$ cat src/rtl/imem_fetch_sequencer.sv
// Fetch sequencer for the MIPS core: owns the PC, reads the combinational
// instruction memory and queues {pc, instr} pairs in a 2-entry buffer for decode.
module imem_fetch_sequencer #(
    parameter logic [31:0] RESET_PC = 32'h0000_0000,
    parameter int unsigned DEPTH    = 2
) (
    input  logic        clk,
    input  logic        reset,
    output logic [31:0] imem_addr,
    input  logic [31:0] imem_rdata,
    input  logic        redirect_valid,
    input  logic [31:0] redirect_pc,
    input  logic        halt,
    output logic        out_valid,
    input  logic        out_ready,
    output logic [31:0] out_instr,
    output logic [31:0] out_pc,
    output logic [31:0] fetch_count,
    output logic        fault
);

    localparam int unsigned CW = $clog2(DEPTH + 1);

    typedef enum logic [1:0] {BOOT, RUN, HALT, FAULT} state_t;

    typedef struct packed {
        logic [31:0] pc;
        logic [31:0] instr;
    } entry_t;

    state_t        state_q, state_d;
    logic [31:0]   pc_q, pc_d;
    entry_t        head_q, head_d;
    entry_t        tail_q, tail_d;
    logic [CW-1:0] cnt_q, cnt_d;
    logic [31:0]   fcnt_q, fcnt_d;
    logic          fault_q, fault_d;
    logic          valid_q, valid_d;
    logic          pop, push, misaligned;
    entry_t        fetched;

    assign imem_addr   = pc_q;
    assign out_valid   = valid_q;
    assign out_instr   = head_q.instr;
    assign out_pc      = head_q.pc;
    assign fetch_count = fcnt_q;
    assign fault       = fault_q;

    // Next-state: misaligned redirect > redirect > normal fetch/drain.
    always_comb begin
        state_d    = state_q;
        pc_d       = pc_q;
        head_d     = head_q;
        tail_d     = tail_q;
        cnt_d      = cnt_q;
        fcnt_d     = fcnt_q;
        fault_d    = fault_q;
        push       = 1'b0;
        fetched    = {pc_q, imem_rdata};
        misaligned = redirect_valid && (redirect_pc[1:0] != 2'b00);
        pop        = valid_q && out_ready;

        if (misaligned) begin
            state_d = FAULT;
            fault_d = 1'b1;
            cnt_d   = '0;
            head_d  = '0;
            tail_d  = '0;
        end else if (state_q != FAULT) begin
            if (redirect_valid) begin
                // Same-cycle handshake is dropped along with the flushed entries.
                cnt_d   = '0;
                head_d  = '0;
                tail_d  = '0;
                pc_d    = redirect_pc;
                state_d = (state_q == HALT || halt) ? HALT : RUN;
            end else begin
                if (pop) begin
                    fcnt_d = fcnt_q + 32'd1;
                end
                case (state_q)
                    BOOT: state_d = halt ? HALT : RUN;
                    RUN: begin
                        if (halt) begin
                            state_d = HALT;
                        end else begin
                            push = (cnt_q != CW'(DEPTH)) || pop;
                        end
                    end
                    HALT: begin
                        if (!halt) begin
                            state_d = RUN;
                        end
                    end
                    default: state_d = state_q;
                endcase

                if (push) begin
                    pc_d = pc_q + 32'd4;
                end

                if (pop && push) begin
                    if (cnt_q == CW'(1)) begin
                        head_d = fetched;
                    end else begin
                        head_d = tail_q;
                        tail_d = fetched;
                    end
                end else if (pop) begin
                    head_d = tail_q;
                    tail_d = '0;
                    cnt_d  = cnt_q - CW'(1);
                end else if (push) begin
                    if (cnt_q == '0) begin
                        head_d = fetched;
                    end else begin
                        tail_d = fetched;
                    end
                    cnt_d = cnt_q + CW'(1);
                end
            end
        end

        valid_d = (cnt_d != '0) && (state_d != FAULT);
    end

    always_ff @(posedge clk or posedge reset) begin
        if (reset) begin
            state_q <= BOOT;
            pc_q    <= RESET_PC;
            head_q  <= '0;
            tail_q  <= '0;
            cnt_q   <= '0;
            fcnt_q  <= '0;
            fault_q <= 1'b0;
            valid_q <= 1'b0;
        end else begin
            state_q <= state_d;
            pc_q    <= pc_d;
            head_q  <= head_d;
            tail_q  <= tail_d;
            cnt_q   <= cnt_d;
            fcnt_q  <= fcnt_d;
            fault_q <= fault_d;
            valid_q <= valid_d;
        end
    end

endmodule
$ cat config.mk
export PLATFORM = sky130hd
export DESIGN_NAME = imem_fetch_sequencer
export DESIGN_NICKNAME = d
export VERILOG_FILES = /design/src/rtl/imem_fetch_sequencer.sv
export SDC_FILE = /design/constraint.sdc
export NUM_CORES = 1
export LEC_CHECK = 0
export BUFFER_PORTS_ARGS = -buffer_cell sky130_fd_sc_hd__buf_2
export CORE_MARGIN = 5
export CORE_UTILIZATION = 40
export CTS_CLUSTER_SIZE = 28
export DETAILED_ROUTE_END_ITERATION = 8
export RECOVER_POWER = 100
export REMOVE_ABC_BUFFERS = 1
export SLEW_MARGIN = 40
export SYNTH_ARGS = -nofsm -noshare
export SYNTH_HDL_FRONTEND = slang
export SYNTH_SLANG_ARGS = --single-unit
export TNS_END_PERCENT = 100
$ cat constraint.sdc
create_clock -name clk -period 6.8 [get_ports clk]
set_input_delay 1.36 -clock clk [delete_from_list [all_inputs] [get_ports clk]]
set_output_delay 1.36 -clock clk [all_outputs]
set_load 0.01 [all_outputs]
==> impl_metrics.yaml, run 1 <==
synthesis:
  yosys.area_share.xor_xnor: 0.0291
  synth-adder-area-share: 0.00650
  synth_top_family_by_area: "simple AND/OR/NAND/NOR gates"
  yosysWarningCount: 0
  synthSimpleGateAreaFrac: 0.169
  synth_edf_count: 0
  syn_inst: 970
  synthArstFlopShare: 1.00
  synth-seq-area-share: 0.515
  ys_ff_latch: 198
  synth_cell_type_count: 58
  avgSynthCellArea_sq_um: 9.92
  synth_compound_area_frac: 0.105
  synth_ff_type: "dfrtp_1"
  syn_area_sq_mm: 0.00963
  synth_mux_area_frac: 0.142
power:
  ir_drop_mv: 0.160
  p_leak_nw: 5.20
  power_w: 0.00230
  p_per_area_mw_per_mm2: 204
worst_setup_path:
  reg2reg_to: "out_instr[3]"
  path_class: "in2reg"
  required_ns: 7.16
  cp.arrival_ns: 5.00
  worstSetupStartpointType: "input pin"
  r2r_cells: 7
  r2r-start: "state_q[1]"
  critPathCaptureType: "flop"
  path_max_fanout: 38
  rrSetupSlack_ns: 3.15
cts:
  clock-root-buffer: "clkbuf_16"
  postCtsHoldBufs: 0
  cts_tree: "done"
  cts.repair.resized: 0
  cts_sinks: 198
  cts_setup_buffers: 0
  cts_buffer_depth: 2
  clk_pin_slew_ns: 0.07
  clk-insertion-delay-late_ns: 0.43
  htreeDepth: 4
  tritoncts.num_buffers: 17
final_layout:
  design_area_sq_mm: 0.0113
  syn_to_final_growth_pct: 17.1
  final.fill_count: 2342
  diodes: 0
  stdcell_count: 1464
  layout.nets: 1207
  multi_input_area_sq_mm: 0.00438
  register_area_sq_mm: 0.00495
  utilization: 0.477
  drive_gt1_frac: 0.107
floorplan:
  pin_count: 199
  die_w_um: 165
  start_util: 0.408
  die_area_sq_mm: 0.0273
  die_h_um: 165
  core-area_sq_mm: 0.0236
  rows: 56
timing:
  fin_crit_sh: 0.683
  final_hold_viol_count: 0
  tightest_slew_ns: 2.16
  period_needed_ns: 4.65
  fin_skew_ns: 0.0148
  fmax_mhz: 215
  rsz0062_at_grt: "false"
  setup_viol_count_final: 0
  slew_violations: 133
  setup_ws_ns: 2.15
  max_slew_margin: -0.451
routing:
  drc_errors: 0
  detail_route.iter0.violations: 471
  num_vias: 7682
  routedWlPerCell_um: 17.6
  routed_wl_um: 25800
  ant_nets: 0
  viasPerCell: 5.25
  drt_pre_antenna_iters: 5
global_routing:
  antenna_found_initial: 0
  grt_start_max_net_pins: 140
  grt_pass1_vias: 7621
  grt_pass1_wl_um: 41500
  grt_overflow: 0
  grt_usage: 0.190
hold_path:
  hp-start: "fault"
  hold_path_depth: 1
  holdPathEnd: "fault"
  min_path_type: "reg2reg"
outcome:
  status: "finished with violations"
  violations: "max-capacitance violations, max-slew violations"
placed_design:
  io_buffers: 198
  dp_slack_ns: 2.57
  place_inst: 1432
  hpwl_um: 17100
  gp_congestion: 0.826
  postPlaceCellArea_sq_mm: 0.0109
job:
  cap_violations: 4
## cells by family after synthesis
logic type,count (synthesis)
AOI/OAI and AO/OA,167
xor gates and xnor gates,32
adders and majority gates,5
buffers and inverters,72
DFF,198
muxes,136
and+or+nand+nor,360
## Yosys cell counts, types with 7 or more instances
cell type / instances / area, sq um
nand4_1: 15 / 93.8
nor3_1: 14 / 70.1
o22ai_1: 13 / 81.3
o21ai_0: 81 / 405
mux2i_1: 135 / 1350
and3_1: 14 / 87.6
xnor2_1: 27 / 236
and4_1: 7 / 61.3
dfrtp_1: 198 / 4950
a22oi_1: 10 / 75.1
nor2_1: 25 / 93.8
nand3_1: 32 / 160
a21oi_1: 20 / 100
clkbuf_1: 36 / 135
buf_2: 18 / 90.1
nand2_1: 227 / 852
## layout by cell type, fill, tap and decap left out, types with 3 or more instances in the layout
| master | Yosys | final |
|---|---|---|
| a211oi_1 | 4 | 4 |
| a21o_1 | 6 | 6 |
| a21oi_1 | 20 | 19 |
| a22oi_1 | 10 | 10 |
| a31oi_1 | 3 | 3 |
| and2_0 | 1 | 4 |
| and2_1 | 6 | 3 |
| and3_1 | 14 | 14 |
| and4_1 | 7 | 7 |
| buf_2 | 18 | 67 |
| buf_4 | 4 | 7 |
| clkbuf_1 | 36 | 132 |
| clkbuf_16 | 0 | 17 |
| dfrtp_1 | 198 | 198 |
| ha_1 | 5 | 5 |
| inv_1 | 5 | 4 |
| inv_6 | 0 | 5 |
| mux2i_1 | 135 | 135 |
| nand2_1 | 227 | 226 |
| nand3_1 | 32 | 32 |
| nand4_1 | 15 | 15 |
| nand4b_1 | 3 | 3 |
| nor2_1 | 25 | 26 |
| nor3_1 | 14 | 14 |
| nor4_1 | 2 | 3 |
| nor4b_1 | 3 | 3 |
| o211ai_1 | 4 | 4 |
| o21a_1 | 3 | 3 |
| o21ai_0 | 81 | 83 |
| o22a_1 | 4 | 4 |
| o22ai_1 | 13 | 13 |
| xnor2_1 | 27 | 27 |
| xor2_1 | 5 | 5 |
## stage by stage
stage | hold slack [ns] | TNS [ns]
finish | 0.469 | 0
global route | 0.500 | 0
CTS | 0.472 | 0
detailed placement | 0.447 | 0
global placement | 0.447 | 0
floorplan | 0.503 | -315.86
## final cells by class
| type | instances | share of cell area |
|---|---|---|
| clock buffer | 17 | 0.0377 |
| timing repair buffer | 210 | 0.0845 |
| multi-input combinational | 700 | 0.388 |
| clock inverter | 14 | 0.0123 |
| inverter | 6 | 0.00211 |
| tap | 319 | 0.0354 |
| sequential | 198 | 0.440 |
## routing by layer
layer	track usage	share of wire
met1	0.271	0.48
met2	0.299	0.46
met3	0.0303	0.045
met4	0.0582	0.020
met5	0	0
## worst max-delay path, stage by stage
cell and delay (ns):
clkbuf_1 1.40, and3_1 0.93, nor2_1 0.58, or4_1 0.62, nand3_1 0.09
## where the power goes
group	switching (W)	total, W	internal, W
combinational	0.0000824	0.000116	0.0000337
clock	0.000482	0.000997	0.000515
sequential	0.00000606	0.00119	0.00118
## worst max-delay path by stage
stage / endpoint / slack [ns] / start
5_1_grt: tail_q[58] / 1.88 / redirect_valid
4_1_cts: out_instr[1] / 3.03 / redirect_valid
6_report: imem_addr[14] / 2.15 / redirect_valid
2_1_floorplan: tail_q[0] / -4.93 / out_ready
3_3_place_gp: out_instr[1] / 2.63 / redirect_valid
3_5_place_dp: out_instr[3] / 2.57 / redirect_valid
## state kept, by name, indices dropped and copies added (netlist names)
register / count
tail_q: 64
fetch_count: 32
fault: 1
out_instr: 32
out_pc: 32
out_valid: 1
cnt_q: 2
imem_addr: 32
state_q: 2
Power figures use the tool's default switching activity.
==> inputs of run 2 (changes only) <==
--- a/config.mk
+++ b/config.mk
@@ -5,6 +5,7 @@
 export SDC_FILE = /design/constraint.sdc
 export NUM_CORES = 1
 export LEC_CHECK = 0
+export ABC_AREA = 1
 export BUFFER_PORTS_ARGS = -buffer_cell sky130_fd_sc_hd__buf_2
 export CORE_MARGIN = 5
 export CORE_UTILIZATION = 40
==> constraint.sdc (replaced) <==
create_clock -name clk -period 4.3 [get_ports clk]
set_input_delay 0.86 -clock clk [delete_from_list [all_inputs] [get_ports clk]]
set_output_delay 0.86 -clock clk [all_outputs]
set_load 0.01 [all_outputs]
==> impl_metrics.yaml, run 2 <==
global_routing:
  grt_start_max_net_pins: 111
  grt_pass1_vias: 9276
  grt_usage: 0.204
  grt_overflow: 0
  antenna_found_initial: 0
  grt_pass1_wl_um: 48300
power:
  power_w: 0.00404
  p_per_area_mw_per_mm2: 334
  p_leak_nw: 5.99
  ir_drop_mv: 0.195
worst_setup_path:
  r2r_cells: 9
  critPathCaptureType: "flop"
  cp.arrival_ns: 3.70
  crit_path_max_incr_delay_ns: 0.82
  slowest_stage: "clkbuf_1"
  required_ns: 4.62
  crit_chain: "clkbuf_1, clkinv_1, buf_4, nand2_1, nand2_1, a21oi_1, nand2_1, nand2_1, inv_1"
  path_class: "in2reg"
  path_max_fanout: 58
  crit_top_cell: "nand2_1"
  worstSetupStartpointType: "input pin"
routing:
  routed_wl_um: 29600
  num_vias: 9677
  routedWlPerCell_um: 14.9
  viasPerCell: 4.88
  drt_pre_antenna_iters: 5
  detail_route.iter0.violations: 757
  drc_errors: 0
  ant_nets: 0
floorplan:
  rows: 59
  start_util: 0.404
  die_w_um: 172
  die_area_sq_mm: 0.0295
  pin_count: 199
  die_h_um: 172
  core-area_sq_mm: 0.0259
placed_design:
  io_buffers: 198
  hpwl_um: 20500
  gp_congestion: 0.863
  dp_slack_ns: 1.32
  place_inst: 1953
timing:
  setup_viol_count_final: 0
  max_slew_margin: -0.344
  fmax_mhz: 296
  setup_ws_ns: 0.923
  fin_crit_sh: 0.785
  final_hold_viol_count: 0
  fin_skew_ns: 0.0145
  tns_ns: 0
  rsz0062_at_grt: "false"
  hold_ws_ns: 0.473
  period_needed_ns: 3.38
  slew_violations: 89
  tightest_slew_ns: 2.01
hold_path:
  min_path_type: "reg2reg"
  hold_path_depth: 2
final_layout:
  final_cell_mix: "nand2_1 (652), dfrtp_1 (198), nor2_1 (153)"
  final_common_cell: "nand2_1"
  stdcell_count: 1985
  regMostFlops: "tail_q"
  diodes: 0
  drive_gt1_frac: 0.0752
  final.fill_count: 2743
  layout.nets: 1712
  largest_reg_flops: 64
  syn_to_final_growth_pct: 15.5
cts:
  cts.repair.resized: 0
  cts_buffer_depth: 2
  htreeDepth: 4
  tritoncts.num_buffers: 17
  clk-insertion-delay-late_ns: 0.43
  cts_setup_buffers: 0
  cts_tree: "done"
  postCtsHoldBufs: 0
  cts_sinks: 198
  clock-root-buffer: "clkbuf_16"
  clk_pin_slew_ns: 0.07
outcome:
  status: "finished with violations"
  violations: "max-capacitance violations, max-slew violations"
synthesis:
  synth.top_cell.area_share: 0.474
  netlist_top_cells_area: "dfrtp_1 (47%), nand2_1 (23%), nor2_1 (5.5%)"
  yosysWarningCount: 0
  syn_inst: 1473
  syn_area_sq_mm: 0.0105
  synth_edf_count: 0
  yosysMostFrequentCell: "nand2_1"
  ys_ff_latch: 198
  synth_cell_type_count: 29
  avgSynthCellArea_sq_um: 7.10
  synth_ff_type: "dfrtp_1"
  synthTopCellsByCount: "nand2_1 (653), dfrtp_1 (198), nor2_1 (152), inv_1 (107), o21ai_1 (64)"
  synth_top_area_cell: "dfrtp_1"
  synth-seq-area-share: 0.474
  synthArstFlopShare: 1.00
job:
  cap_violations: 1
## run 2: final cells by class
class,instances,area [sq um],share of cell area
sequential,198,4950,0.410
multi-input combinational,1099,4750,0.393
timing repair buffer,210,965,0.0798
clock buffer,18,439,0.0363
inverter,112,424,0.0351
tap,335,419,0.0347
clock inverter,13,136,0.0113
## run 2: report_power, final
part	internal (W)	switching, W	total, W
logic	0.000130	0.000253	0.000384
clock network	0.000833	0.000772	0.00160
registers	0.00198	0.0000670	0.00205
## run 2: critical path: cells and delay by family
family	cells	cell delay (ns)
buffers and inverters	4	1.47
AND/OR/NAND/NOR	4	0.98
AO/OA/AOI/OAI	1	0.36
## run 2: through the flow
step	cell area, sq um	util
final	12100	0.466
after global placement	11700	0.451
after global routing	12100	0.466
after floorplan	10100	-
after detailed placement	11700	0.451
after CTS	12300	0.473
## run 2: logic make-up after synthesis
logic type / after synthesis / synth area share
DFF: 198 / 0.474
and+or+nand+nor: 891 / 0.335
adders and majority gates: 5 / 0.00598
xor gates and xnor gates: 24 / 0.0201
AOI/OAI and AO/OA: 179 / 0.0926
buffers and inverters: 176 / 0.0724
## run 2: path summary, 6_finish.rpt
check / start / to / slack (ns)
min in group asynchronous: reset / tail_q[55] / 1.03
hold reg to reg: out_instr[24] / out_instr[24] / 0.47
hold / removal: out_instr[24] / out_instr[24] / 0.47
max in group asynchronous: reset / state_q[1] / 2.02
setup reg to reg: out_valid / out_instr[1] / 1.66
setup / recovery: redirect_valid / imem_addr[19] / 0.92
## run 2: layer usage
layer / GRT usage / part of all wire / vias to the layer above
met3: 0.0407 / 0.056 / 30
li1: - / - / 4924
met1: 0.279 / 0.47 / 4479
met4: 0.0489 / 0.015 / 0
met2: 0.335 / 0.46 / 244
met5: 0 / 0 / -
==> inputs of run 3 (changes only) <==
==> constraint.sdc (replaced) <==
create_clock -name clk -period 3.23 [get_ports clk]
set_input_delay 0.646 -clock clk [delete_from_list [all_inputs] [get_ports clk]]
set_output_delay 0.646 -clock clk [all_outputs]
set_load 0.01 [all_outputs]
==> impl_metrics.yaml, run 3 (synthesized netlist as in run 2, its figures left out) <==
routing:
  num_vias: 9707
  ant_nets: 0
  drt_pre_antenna_iters: 5
  viasPerCell: 4.87
  routed_wl_um: 29800
  drc_errors: 0
  routedWlPerCell_um: 15.0
  detail_route.iter0.violations: 821
cts:
  cts_tree: "done"
  clock-root-buffer: "clkbuf_16"
  postCtsHoldBufs: 0
  clk-insertion-delay-late_ns: 0.44
  cts_buffer_depth: 2
  cts_setup_buffers: 0
  cts.repair.resized: 0
  tritoncts.num_buffers: 17
  htreeDepth: 4
  cts_sinks: 198
  clk_pin_slew_ns: 0.07
final_layout:
  regMostFlops: "tail_q"
  layout.nets: 1719
  largest_reg_flops: 64
  final_common_cell: "nand2_1"
  drive_gt1_frac: 0.0778
  syn_to_final_growth_pct: 16.0
  final_cell_mix: "nand2_1 (652), dfrtp_1 (198), nor2_1 (153)"
  diodes: 0
  final.fill_count: 2730
timing:
  max_slew_margin: -0.299
  fin_skew_ns: 0.0151
  fmax_mhz: 369
  rsz0062_at_grt: "false"
  fin_crit_sh: 0.838
  setup_viol_count_final: 0
  final_hold_viol_count: 0
  tightest_slew_ns: 1.95
  setup_ws_ns: 0.523
  period_needed_ns: 2.71
  slew_violations: 83
placed_design:
  dp_slack_ns: 0.747
  hpwl_um: 21100
  io_buffers: 198
  gp_congestion: 0.866
floorplan:
  die_h_um: 172
  core-area_sq_mm: 0.0259
  start_util: 0.404
  die_area_sq_mm: 0.0295
  die_w_um: 172
  rows: 59
  pin_count: 199
worst_setup_path:
  cp.arrival_ns: 3.03
  critPathCaptureType: "flop"
  required_ns: 3.55
  worstSetupStartpointType: "input pin"
  path_max_fanout: 19
  path_class: "in2reg"
global_routing:
  grt_pass1_vias: 8839
  grt_overflow: 0
  antenna_found_initial: 0
  grt_usage: 0.202
  grt_pass1_wl_um: 47700
  grt_start_max_net_pins: 85
power:
  p_per_area_mw_per_mm2: 434
  ir_drop_mv: 0.346
  power_w: 0.00526
  p_leak_nw: 6.02
outcome:
  status: "finished with violations"
  violations: "max-capacitance violations, max-slew violations"
hold_path:
  min_path_type: "in2reg"
job:
  cap_violations: 1
-- run 3: cell types whose count changed in the layout (fill, tap and decap cells not counted), moves of 2 or more --
| cell | change |
|---|---|
| clkbuf_1 | +5 |
| clkbuf_2 | +2 |
| inv_6 | -2 |
| clkinv_1 | -2 |
| inv_1 | +2 |
| buf_12 | +4 |
-- run 3: final timing paths --
check                           startpoint              end  slack [ns]  depth (start not counted)
max reg2reg                       cnt_q[1]       tail_q[49]        0.86                          9
min                        redirect_pc[10]    imem_addr[10]        0.46                          3
max                         redirect_valid  fetch_count[10]        0.52                          8
min reg2reg                  out_instr[23]    out_instr[23]        0.47                          2
min in group asynchronous            reset       tail_q[52]        0.78                          2
max in group asynchronous            reset     imem_addr[1]        0.81                          3
-- run 3: final cells by class --
| class | count | area, sq um | area share |
|---|---|---|---|
| clock buffers | 20 | 437 | 0.0360 |
| clock inverters | 12 | 98.8 | 0.00815 |
| inverters | 112 | 424 | 0.0350 |
| multi-input cells | 1099 | 4750 | 0.392 |
| flip-flops and latches | 198 | 4950 | 0.408 |
| well taps | 335 | 419 | 0.0346 |
| repair buffers | 217 | 1040 | 0.0860 |
-- run 3: layer usage --
layer,vias up,GRT usage,wire (um)
met4,0,0.0448,384
met5,-,0,0
met1,4501,0.284,14000
met3,27,0.0430,1840
li1,4940,-,-
met2,239,0.321,13600
-- run 3: power breakdown --
| part | switching, W | internal [W] |
|---|---|---|
| clock network | 0.00101 | 0.00100 |
| logic | 0.000339 | 0.000179 |
| registers | 0.0000877 | 0.00264 |
-- run 3: through the flow --
step	cell area, sq um	hold slack, ns	setup TNS (ns)	util	cells
6_report	12100	0.463	0	0.468	1993
5_1_grt	12100	0.456	0	0.468	1993
4_1_cts	12300	0.329	0	0.476	1993
3_5_place_dp	11800	0.453	0	0.456	1961
3_3_place_gp	11800	0.448	0	0.456	1961
2_1_floorplan	10100	0.459	-714.35	-	1409
-- run 3: critical path: stages --
cell	delay [ns]
clkbuf_1	0.81
inv_2	0.38
nand3_1	0.43
inv_1	0.10
clkbuf_1	0.27
nand4_1	0.18
nor2_1	0.07
xor2_1	0.14
